## src/rtl/ram_pingpong_buf.sv

```systemverilog
// Multi-bank ping-pong feature-map buffer: the producer fills one bank while the consumer drains another.
// Bank ownership moves through wr_done/rd_done; read latency is 1+RD_PIPE and is flagged by rd_valid.
module ram_pingpong_buf #(
    parameter int DW       = 8,
    parameter int ADDR_DW  = 5,
    parameter int RAM_SIZE = 32,
    parameter int NUM_BANK = 2,
    parameter int RD_PIPE  = 0,
    localparam int BW      = (NUM_BANK > 1) ? $clog2(NUM_BANK) : 1
) (
    input  logic               clk,
    input  logic               rst_n,
    input  logic               wr_en,
    input  logic [ADDR_DW-1:0] wr_addr,
    input  logic [DW-1:0]      wr_data,
    input  logic               wr_done,
    output logic               wr_ready,
    output logic [BW-1:0]      wr_bank,
    input  logic               rd_en,
    input  logic [ADDR_DW-1:0] rd_addr,
    input  logic               rd_done,
    output logic               rd_ready,
    output logic [BW-1:0]      rd_bank,
    output logic [DW-1:0]      rd_data,
    output logic               rd_valid,
    output logic               err_wr,
    output logic               err_rd
);

    localparam int               DEPTH     = NUM_BANK * RAM_SIZE;
    localparam int               IW        = (DEPTH > 1) ? $clog2(DEPTH) : 1;
    localparam logic [ADDR_DW:0] SIZE_W    = (ADDR_DW + 1)'(RAM_SIZE);
    localparam logic [BW-1:0]    LAST_BANK = BW'(NUM_BANK - 1);

    logic signed [DW-1:0] mem [DEPTH];

    logic [NUM_BANK-1:0]  full_q, full_d;
    logic [BW-1:0]        wr_ptr_q, wr_ptr_d;
    logic [BW-1:0]        rd_ptr_q, rd_ptr_d;
    logic                 err_wr_q, err_wr_d;
    logic                 err_rd_q, err_rd_d;
    logic                 s1_valid_q, s1_valid_d;
    logic signed [DW-1:0] s1_data_q, s1_data_d;

    logic                 wr_ok, wr_done_ok, rd_ok, rd_done_ok;
    logic [IW-1:0]        wr_idx, rd_idx;

    function automatic logic [BW-1:0] next_ptr(input logic [BW-1:0] p);
        return (p == LAST_BANK) ? '0 : p + BW'(1);
    endfunction

    assign wr_ready = !full_q[wr_ptr_q];
    assign rd_ready = full_q[rd_ptr_q];
    assign wr_bank  = wr_ptr_q;
    assign rd_bank  = rd_ptr_q;
    assign err_wr   = err_wr_q;
    assign err_rd   = err_rd_q;

    assign wr_ok      = wr_en & wr_ready & ({1'b0, wr_addr} < SIZE_W);
    assign rd_ok      = rd_en & rd_ready & ({1'b0, rd_addr} < SIZE_W);
    assign wr_done_ok = wr_done & wr_ready;
    assign rd_done_ok = rd_done & rd_ready;

    // Both accesses use the pre-handoff pointers, so a strobe coinciding with done hits the old bank.
    assign wr_idx = IW'(wr_ptr_q) * IW'(RAM_SIZE) + IW'(wr_addr);
    assign rd_idx = IW'(rd_ptr_q) * IW'(RAM_SIZE) + IW'(rd_addr);

    always_comb begin
        full_d   = full_q;
        wr_ptr_d = wr_ptr_q;
        rd_ptr_d = rd_ptr_q;
        // A full bank is never the write bank, so the two updates touch different flags.
        if (wr_done_ok) begin
            full_d[wr_ptr_q] = 1'b1;
            wr_ptr_d         = next_ptr(wr_ptr_q);
        end
        if (rd_done_ok) begin
            full_d[rd_ptr_q] = 1'b0;
            rd_ptr_d         = next_ptr(rd_ptr_q);
        end
        err_wr_d   = err_wr_q | (wr_en & !wr_ok) | (wr_done & !wr_ready);
        err_rd_d   = err_rd_q | (rd_en & !rd_ok) | (rd_done & !rd_ready);
        s1_valid_d = rd_ok;
        s1_data_d  = rd_ok ? mem[rd_idx] : s1_data_q;
    end

    always_ff @(posedge clk or negedge rst_n) begin
        if (!rst_n) begin
            full_q     <= '0;
            wr_ptr_q   <= '0;
            rd_ptr_q   <= '0;
            err_wr_q   <= 1'b0;
            err_rd_q   <= 1'b0;
            s1_valid_q <= 1'b0;
            s1_data_q  <= '0;
        end else begin
            full_q     <= full_d;
            wr_ptr_q   <= wr_ptr_d;
            rd_ptr_q   <= rd_ptr_d;
            err_wr_q   <= err_wr_d;
            err_rd_q   <= err_rd_d;
            s1_valid_q <= s1_valid_d;
            s1_data_q  <= s1_data_d;
        end
    end

    always_ff @(posedge clk) begin
        if (wr_ok) begin
            mem[wr_idx] <= wr_data;
        end
    end

    if (RD_PIPE == 0) begin : g_no_pipe
        assign rd_data  = s1_data_q;
        assign rd_valid = s1_valid_q;
    end else begin : g_pipe
        logic                 s2_valid_q, s2_valid_d;
        logic signed [DW-1:0] s2_data_q, s2_data_d;

        always_comb begin
            s2_valid_d = s1_valid_q;
            s2_data_d  = s1_valid_q ? s1_data_q : s2_data_q;
        end

        always_ff @(posedge clk or negedge rst_n) begin
            if (!rst_n) begin
                s2_valid_q <= 1'b0;
                s2_data_q  <= '0;
            end else begin
                s2_valid_q <= s2_valid_d;
                s2_data_q  <= s2_data_d;
            end
        end

        assign rd_data  = s2_data_q;
        assign rd_valid = s2_valid_q;
    end

endmodule

```

## config.mk

```make
export PLATFORM = sky130hd
export DESIGN_NAME = ram_pingpong_buf
export DESIGN_NICKNAME = d
export VERILOG_FILES = /design/src/rtl/ram_pingpong_buf.sv
export SDC_FILE = /design/constraint.sdc
export NUM_CORES = 1
export LEC_CHECK = 0
export CORE_UTILIZATION = 31
export DETAILED_ROUTE_END_ITERATION = 8
export PLACE_DENSITY = 0.56
export SYNTH_ARGS = -nofsm -noshare
export SYNTH_HDL_FRONTEND = slang
export SYNTH_SLANG_ARGS = --single-unit
```

## constraint.sdc

```tcl
create_clock -name clk -period 3.8 [get_ports clk]
set_clock_uncertainty 0.05 [all_clocks]
set_input_delay 0.76 -clock clk [delete_from_list [all_inputs] [get_ports clk]]
set_output_delay 0.76 -clock clk [all_outputs]
set_load 0.02 [all_outputs]
```

# Yosys cells after proc, flatten, opt, wreduce, memory -nomap -nowiden
# Memory sizes are Yosys's and may differ from the RTL's. A register that Yosys moved wholly into a read port is not among the register bits.
# Cells that the tools add are included.
[word_totals]
regBits = 7
latch_bits = 0
mem_bits_rw = 512
mem_bits_ro = 0
inputBits = 24
output_inout_bits = 15
elab_cells = 51
mem_count = 1
[memory_table]
columns = ["name", "depth", "word_bits", "rd", "rd_clocked_by_memory_dff", "wr", "line", "rtl"]
rows = [
  ["mem", 64, 8, 1, 1, 1, "35", "logic signed [DW-1:0] mem [DEPTH];"],
]
[classes]
n_addsub = 4
n_mul = 0
div_mod_pow = 0
magnitude_cmp = 4
n_eq_ne = 0
shifts = 0
n_mux = 14
bitwise = 15
reduce_logical = 7
[op_table]
columns = ["operator", "count"]
rows = [
  ["6-bit by 5-bit adder with 6-bit output", 2],
  ["1-bit two-way mux", 10],
  ["1-bit AND", 8],
  ["1-bit zero test", 5],
  ["1-bit by 2-bit < comparator with 1-bit output, second input constant", 2],
  ["2-bit two-way mux", 2],
  ["1-bit OR", 4],
  ["1-bit adder, second input constant", 2],
  ["2-bit AND", 1],
  ["1-bit demux with 1-bit select", 2],
  ["1-bit greater-or-equal comparator, second input constant", 2],
  ["1-bit logical AND", 2],
  ["2-bit inverter", 1],
  ["2-bit OR", 1],
]

# Longest topological paths before layout
# Gate-level depths: netlist (run 1).
[depth]
word_depth = 8
depth_mapped = 9
ltp_nobuf = 5

# Least setup slack after synthesis (run 1)
# OpenSTA, ideal clock, no wires.
[synth_path]
path_type = "reg2reg"
from = "reg wr_ptr_q, in the netlist wr_bank"
to = "mem mem[62][0], enable pin"
setup_ps = 370
arrival_ps = 2001
required_time_ps = 3380
setup_slack_ps = 1379
path_stages_with_launch = 6
n_path_buf = 0
synth_period_minus_slack_ps = 2421
cell_sequence = "dfrtp_1 mux2i_1 nand2_1 nor2_1 nand3_1 nor2_1"
[synth_between]
elab_chain_cells = 6
word_cells_on_any_way = 7
cone_classes = "add/sub (1); mux (4); bitwise (1); reduce/logical (1)"
[synth_lines]
columns = ["element", "line", "rtl"]
rows = [
  ["start: declaration", "38", "logic [BW-1:0] wr_ptr_q, wr_ptr_d;"],
  ["start signal: assignment", "98", "wr_ptr_q <= wr_ptr_d;"],
  ["1-bit two-way mux (implied by the code) (2 in series)", "52", "assign wr_ready = !full_q[wr_ptr_q];"],
  ["1-bit zero test", "52", ""],
  ["via wr_ready", "17", "output logic wr_ready,"],
  ["1-bit AND", "59", "assign wr_ok = wr_en & wr_ready & ({1'b0, wr_addr} < SIZE_W);"],
  ["1-bit two-way mux", "108", "if (wr_ok) begin"],
  ["1-bit two-way mux (implied by the code)", "109", "mem[wr_idx] <= wr_data;"],
  ["end: declaration", "35", ""],
]
# The timed path passes the listed nets, and every way through them passes these cells. The select of a mux whose other input is x is not followed.

# Worst setup path in the final report (run 1)
[layout_path]
from = "reg wr_ptr_q, in the netlist wr_bank"
to = "out wr_ready"
[layout_between]
elab_chain_cells = 3
[layout_lines]
columns = ["element", "line"]
rows = [
  ["1-bit two-way mux (implied by the code) (2 in series)", "52"],
  ["1-bit zero test", "52"],
  ["end: declaration", "17"],
]
# Every way passes these cells. The select of a mux whose other input is x is not followed.

==> results of run 1 <==
layer usage:
metal  routed length [um]  global-route usage [%]  share of wire [%]  vias up
met4                 1070                    4.24                2.2        0
met5                    0                       0                  0        -
met1                21400                    19.3                 44     5456
li1                     -                       -                  -     4629
met3                 3470                    4.09                7.1       72
met2                23200                    23.6                 47      290
through the flow:
step	setup slack (ns)	hold WS [ns]	total power [mW]	area (um2)
final	0.775	0.433	13.3	24300
after detailed placement	0.718	0.423	8.06	22500
after global routing	0.684	0.464	13.7	24300
after global placement	0.737	0.414	8.05	22500
after floorplan	1.38	0.414	7.37	20700
after CTS	0.740	0.441	13.4	24300
worst max-delay path: stages (launching register included):
cell and delay, ns:
dfrtp_1 0.33, buf_4 0.23, mux2i_1 0.21, buf_4 0.21, clkdlybuf4s50_1 0.63
Yosys cell counts (3+ instances only):
| master | n |
|---|---|
| edfxtp_1 | 512 |
| mux2i_1 | 161 |
| a22oi_1 | 72 |
| nor2_1 | 71 |
| mux4_2 | 64 |
| nand3_1 | 53 |
| clkbuf_1 | 21 |
| nand2_1 | 20 |
| buf_2 | 15 |
| dfrtp_1 | 15 |
| buf_6 | 13 |
| buf_4 | 11 |
| a21oi_1 | 10 |
| a41o_1 | 8 |
| nand3b_1 | 7 |
| inv_1 | 4 |
| nor2b_1 | 4 |
| buf_1 | 3 |
report_power, final:
part	internal, mW	switching, mW	leakage (nW)	total [mW]
clock	3.10	2.24	0.864	5.33
sequential	6.49	0.117	4.78	6.61
combinational	0.466	0.857	2.45	1.32
total	10.1	3.21	8.09	13.3
cell type report:
type                    count  area (um2)  area share, %
flip-flops and latches    527       15800           64.9
multi-input cells         486        4530           18.7
clock buffers              62        1380           5.69
repair buffers            132        1110           4.56
well taps                 864        1080           4.45
clock inverters            38         414           1.71
inverters                   4        15.0         0.0618
sequential cells by signal, summed over array words and instances, names as in the netlist:
signal,cells
err_wr,1
err_rd,1
rd_data,8
mem,512
rd_valid,1
full_q,2
wr_bank,1
rd_bank,1
logic make-up (layout without fill, tap and decap cells):
kind of cell / count (synthesis) / count (layout) / synth area share, %
AO/OA/AOI/OAI: 98 / 98 / 3.49
buffers and inverters: 69 / 236 / 2.14
flip-flops: 527 / 527 / 76.0
multiplexers: 226 / 226 / 14.8
AND/OR/NAND/NOR: 162 / 162 / 3.54
worst max path at each step:
| stage | from | slack [ns] | endpoint | cells past startpoint |
|---|---|---|---|---|
| 3_5_place_dp | rd_addr[4] | 0.72 | rd_data[1]$_DFFE_PN0P_ | 7 |
| 6_report | wr_bank$_DFFE_PN0N_ | 0.78 | wr_ready | 4 |
| 4_1_cts | wr_bank$_DFFE_PN0N_ | 0.74 | wr_ready | 4 |
| 3_3_place_gp | rd_addr[4] | 0.74 | rd_data[1]$_DFFE_PN0P_ | 7 |
| 5_1_grt | wr_bank$_DFFE_PN0N_ | 0.68 | wr_ready | 4 |
| 2_1_floorplan | wr_bank$_DFFE_PN0N_ | 1.38 | mem[62][0]$_DFFE_PP_ | 5 |
layout by cell type, fill, tap and decap left out:
cell,instances
and2_1,2
buf_12,5
nor2_2,1
clkbuf_16,54
o21bai_1,2
or2_0,1
clkinv_1,13
buf_2,9
a41o_1,8
clkinv_8,2
edfxtp_1,512
o21ai_0,2
clkbuf_1,8
nand2_1,20
mux2_4,1
inv_6,1
a22oi_1,72
nor2b_1,2
mux2i_1,161
buf_4,90
dfrtp_1,15
nor2b_2,2
nand3_1,53
bufinv_16,7
nor2_1,70
mux4_2,64
clkinv_4,1
or3b_2,2
or3_1,1
a31oi_1,2
nand3b_1,7
a21oi_1,10
clkinvlp_4,4
buf_8,1
nand2_2,1
inv_1,4
clkinv_2,9
clkinv_16,1
clkdlybuf4s50_1,27
o31ai_1,2
==> impl_metrics.yaml, run 1 <==
global_route:
  grt_pass1_vias: 10700
  grt_pass1_wl_mm: 72.4
  grt.overflow.total: 0
  antenna_found_initial: 0
  grt_usage_pct: 14.7
  grt_start_max_net_pins: 53
yosys:
  yosysTopAreaCell: "edfxtp_1"
  synth_cell_types: 30
  yosysSeqAreaShare_pct: 76.0
  yosysWarningCount: 0
  synth_ff_type: "edfxtp_1"
  async_reset_ff_share_pct: 2.85
  synth_nets: 1106
  syn_inst: 1082
  synth_edf_count: 512
  synth_top_area_share_pct: 74.2
  ys_seq_elements: 527
  ys_top_cells_by_area: "edfxtp_1 (74%), mux2i_1 (7.8%), mux4_2 (7.0%), a22oi_1 (2.6%), dfrtp_1 (1.8%)"
  syn_area_um2: 20700
  synth.avg_cell_area_um2: 19.1
timing:
  period_share_pct: 79.6
  min_period_ns: 3.02
  finalHoldViolCount: 0
  maxSlewHeadroom_pct: 23.0
  finalSetupViolations: 0
  tns_ns: 0
  clock.fmax_mhz: 331
  rsz0062_at_grt: "false"
  worstMarginPinSlew_ns: 1.15
  maxSlewViolCount: 0
route:
  dr.first_iter.drc_count: 889
  vias_per_cell: 4.94
  post_drt_wl_per_cell_um: 23.3
  num_vias: 10400
  detail-route-antenna-nets: 0
  drc: 12
  routed_wl_mm: 49.2
  drtPass1Iterations: 7
critical_path:
  r2r-end: "mem[2][3]$_DFFE_PP_"
  worstSetupEndpointType: "output pin"
  path_max_fanout: 14
  crit_type: "flop to output pin"
  r2r_slack_ns: 1.13
  worstReg2RegStart: "wr_bank$_DFFE_PN0N_"
  arrival_ns: 2.21
  start_kind: "flop"
  reg2reg_depth: 8
  required_ns: 2.99
clock_network:
  cts_hold_buf: 0
  post_cts_buffers: 0
  post_cts_resize_count: 0
  clkSlewWorstSetupHoldPaths_ns: 0.06
  cts_max_path_buffers: 3
  htreeDepth: 2
  cts_root_buf: "clkbuf_16"
  cts_tree: "yes"
  clock_sinks: 527
  clock_latency_ns: 0.61
  cts_made_buffers: 54
run_status:
  violations: "design-rule violations"
  status: "complete, but fails checks"
power:
  power_density_nw_per_um2: 546
  leakagePower_nw: 8.09
  peakVddDrop_mv: 0.453
floorplanning:
  std_cell_rows: 94
  die_area_um2: 67900
  die_w_um: 261
  start_util_pct: 31.4
  ios: 39
  die_h_um: 261
  core_um2: 66000
placement:
  dp_hpwl_mm: 32.0
  port_buffers: 38
  gp_congestion: 0.829
  dp_cells: 2013
final_layout:
  fin_nets: 1229
  antenna_cells: 0
  fillerInstances: 6018
  drive_gt1_share_pct: 20.4
  stdcell_count: 2113
  final_util_pct: 36.8
  area_growth_syn_to_layout_pct: 17.2
min_path:
  min_delay_path_depth: 1
  hold_path.class: "flop to flop"
  min_to: "err_rd$_DFF_PN0_"
  hp-start: "err_rd$_DFF_PN0_"
flow_run:
  maxCapViolCount: 0
Power figures use the tool's default switching activity.
==> inputs of run 2 (changes only) <==
- PLACE_DENSITY: 0.56 -> 0.58
- clock period: 3.8 -> 2.6 ns (I/O delays scaled with it)
==> run 2 against run 1 <==
The run still ends with design-rule violations left. Combinational power grew 55%. Worst hold slack got worse by 0.18 ns. First-iteration DRC count grew 5.5%. Cell count grew 1.5%. Sequential power is 46% higher. Global-route usage decreased by 0.34 points. Flip-flop and latch count is the same. Routed wire length shrank 2.8%. Register-to-register slack lost 0.77 ns. Count of clock-buffer cells in the layout did not move. Clock power rose by 40%. Utilization increased by 0.53 points. Critical path type unchanged. Largest cell class unchanged.
==> impl_metrics.yaml, run 2 (synthesis gave the netlist of run 1 again) <==
run_status:
  status: "complete, but fails checks"
  violations: "design-rule violations"
route:
  drtPass1Iterations: 7
  dr.first_iter.drc_count: 938
  drc: 7
  post_drt_wl_per_cell_um: 22.3
  detail-route-antenna-nets: 0
  num_vias: 10500
  vias_per_cell: 4.88
  routed_wl_mm: 47.8
floorplanning:
  std_cell_rows: 94
  die_h_um: 261
  start_util_pct: 31.4
  die_area_um2: 67900
  ios: 39
  core_um2: 66000
  die_w_um: 261
final_layout:
  area_growth_syn_to_layout_pct: 18.9
  fin_nets: 1262
  mostFrequentLayoutCell: "edfxtp_1"
  fin_area_um2: 24600
  drive_gt1_share_pct: 22.7
  antenna_cells: 0
  largest_register: "mem"
  stdcell_count: 2145
  layout_common_cells: "edfxtp_1 (512), mux2i_1 (160), buf_4 (111)"
  largest_register_ffs: 512
placement:
  dp_hpwl_mm: 31.3
  place_area_um2: 22900
  port_buffers: 38
  dp_cells: 2048
  pre_cts_ws_ns: 0.149
  gp_congestion: 0.844
timing:
  period_share_pct: 92.4
  worstMarginPinSlew_ns: 0.722
  finalSetupViolations: 0
  min_period_ns: 2.40
  rsz0062_at_grt: "false"
  tns_ns: 0
  finalHoldViolCount: 0
  clock.fmax_mhz: 416
  maxSlewViolCount: 0
  whs_ns: 0.252
  maxSlewHeadroom_pct: 51.9
  postLayoutSetupSlackWorst_ns: 0.197
critical_path:
  crit_chain: "mux2i_2, buf_4, dlygate4sd2_1"
  cp_slowest_cell: "dfrtp_1"
  r2r-end: "mem[38][3]$_DFFE_PP_"
  required_ns: 2.03
  crit_path_max_incr_delay_ns: 0.46
  worstSetupEndpointType: "output pin"
  crit_type: "flop to output pin"
  critPathCapture: "wr_ready"
  r2r_slack_ns: 0.36
  arrival_ns: 1.83
  reg2reg_depth: 8
  start_kind: "flop"
  worstReg2RegStart: "full_q[1]$_DFF_PN0_"
  path_max_fanout: 6
  cp-startpoint: "full_q[1]$_DFF_PN0_"
clock_network:
  cts_hold_buf: 0
  cts_root_buf: "clkbuf_16"
  cts_tree: "yes"
  post_cts_buffers: 0
  clock_sinks: 527
  cts_made_buffers: 52
  post_cts_resize_count: 2
  htreeDepth: 2
  cts_max_path_buffers: 3
  clock_latency_ns: 0.61
  clkSlewWorstSetupHoldPaths_ns: 0.06
global_route:
  grt_usage_pct: 14.3
  antenna_found_initial: 4
  grt_pass1_wl_mm: 70.9
  grt_pass1_vias: 10700
  grt.overflow.total: 0
  grt_start_max_net_pins: 65
flow_run:
  maxCapViolCount: 0
power:
  leakagePower_nw: 8.30
  power_density_nw_per_um2: 778
  peakVddDrop_mv: 0.572
min_path:
  hold_path.class: "primary input to async pin"
-- run 2: cell count changes in the layout (fill, tap and decap cells not counted), moves of 2 or more --
cell / change
buf_12: +14
buf_4: +21
clkbuf_1: +2
clkbuf_16: -2
clkdlybuf4s50_1: -3
clkinv_1: -5
clkinv_2: +2
clkinvlp_4: +2
dlymetal6s2s_1: +2
-- run 2: cell type report --
cell class              count  area [um2]
clock buffers              62        1340
clock inverters            35         364
fillers                  6024       41300
inverters                   4        15.0
multi-input cells         486        4540
flip-flops and latches    527       15800
well taps                 864        1080
repair buffers            167        1550
-- run 2: how the worst min path moves through the flow --
stage | endpoint | slack (ns) | start | cells past startpoint
4_1_cts | rd_bank$_DFFE_PN0P_ | 0.23 | rst_n | 2
3_5_place_dp | err_wr$_DFF_PN0_ | 0.43 | err_wr$_DFF_PN0_ | 1
6_report | rd_bank$_DFFE_PN0P_ | 0.25 | rst_n | 2
5_1_grt | rd_data[7]$_DFFE_PN0P_ | 0.25 | rst_n | 2
2_1_floorplan | err_rd$_DFF_PN0_ | 0.17 | rst_n | 0
3_3_place_gp | err_wr$_DFF_PN0_ | 0.41 | err_wr$_DFF_PN0_ | 1
-- run 2: metrics by stage --
stage | total power [mW] | util [%]
after CTS | 19.3 | 37.3
final | 19.2 | 37.3
after detailed placement | 11.9 | 34.7
after floorplan | 10.8 | -
after global routing | 19.8 | 37.3
after global placement | 11.8 | 34.7
-- run 2: critical path, delay by kind of cell, from the launching register on --
| kind | cells | cell delay, ns |
|---|---|---|
| buffers and inverters | 2 | 0.51 |
| flip-flops | 1 | 0.46 |
| multiplexers | 1 | 0.25 |
-- run 2: where the power goes --
| part | total [mW] | switching, mW | internal, mW |
|---|---|---|---|
| combinational | 2.04 | 1.27 | 0.768 |
| sequential | 9.65 | 0.161 | 9.49 |
| clock | 7.48 | 3.18 | 4.30 |
-- run 2: per-layer routing --
metal  share of wire [%]  vias to the layer above  global-route usage [%]
met4                 2.4                        8                    4.09
met3                 7.4                       85                    3.85
li1                    -                     4693                       -
met5                0.12                        -                       0
met1                  44                     5353                    19.4
met2                  46                      332                    22.5
==> inputs of run 3 (changes only) <==
- GPL_ROUTABILITY_DRIVEN: unset -> 0
==> results of run 3 <==
Same layout as run 2: the final DEF is identical, and so are final timing and power.
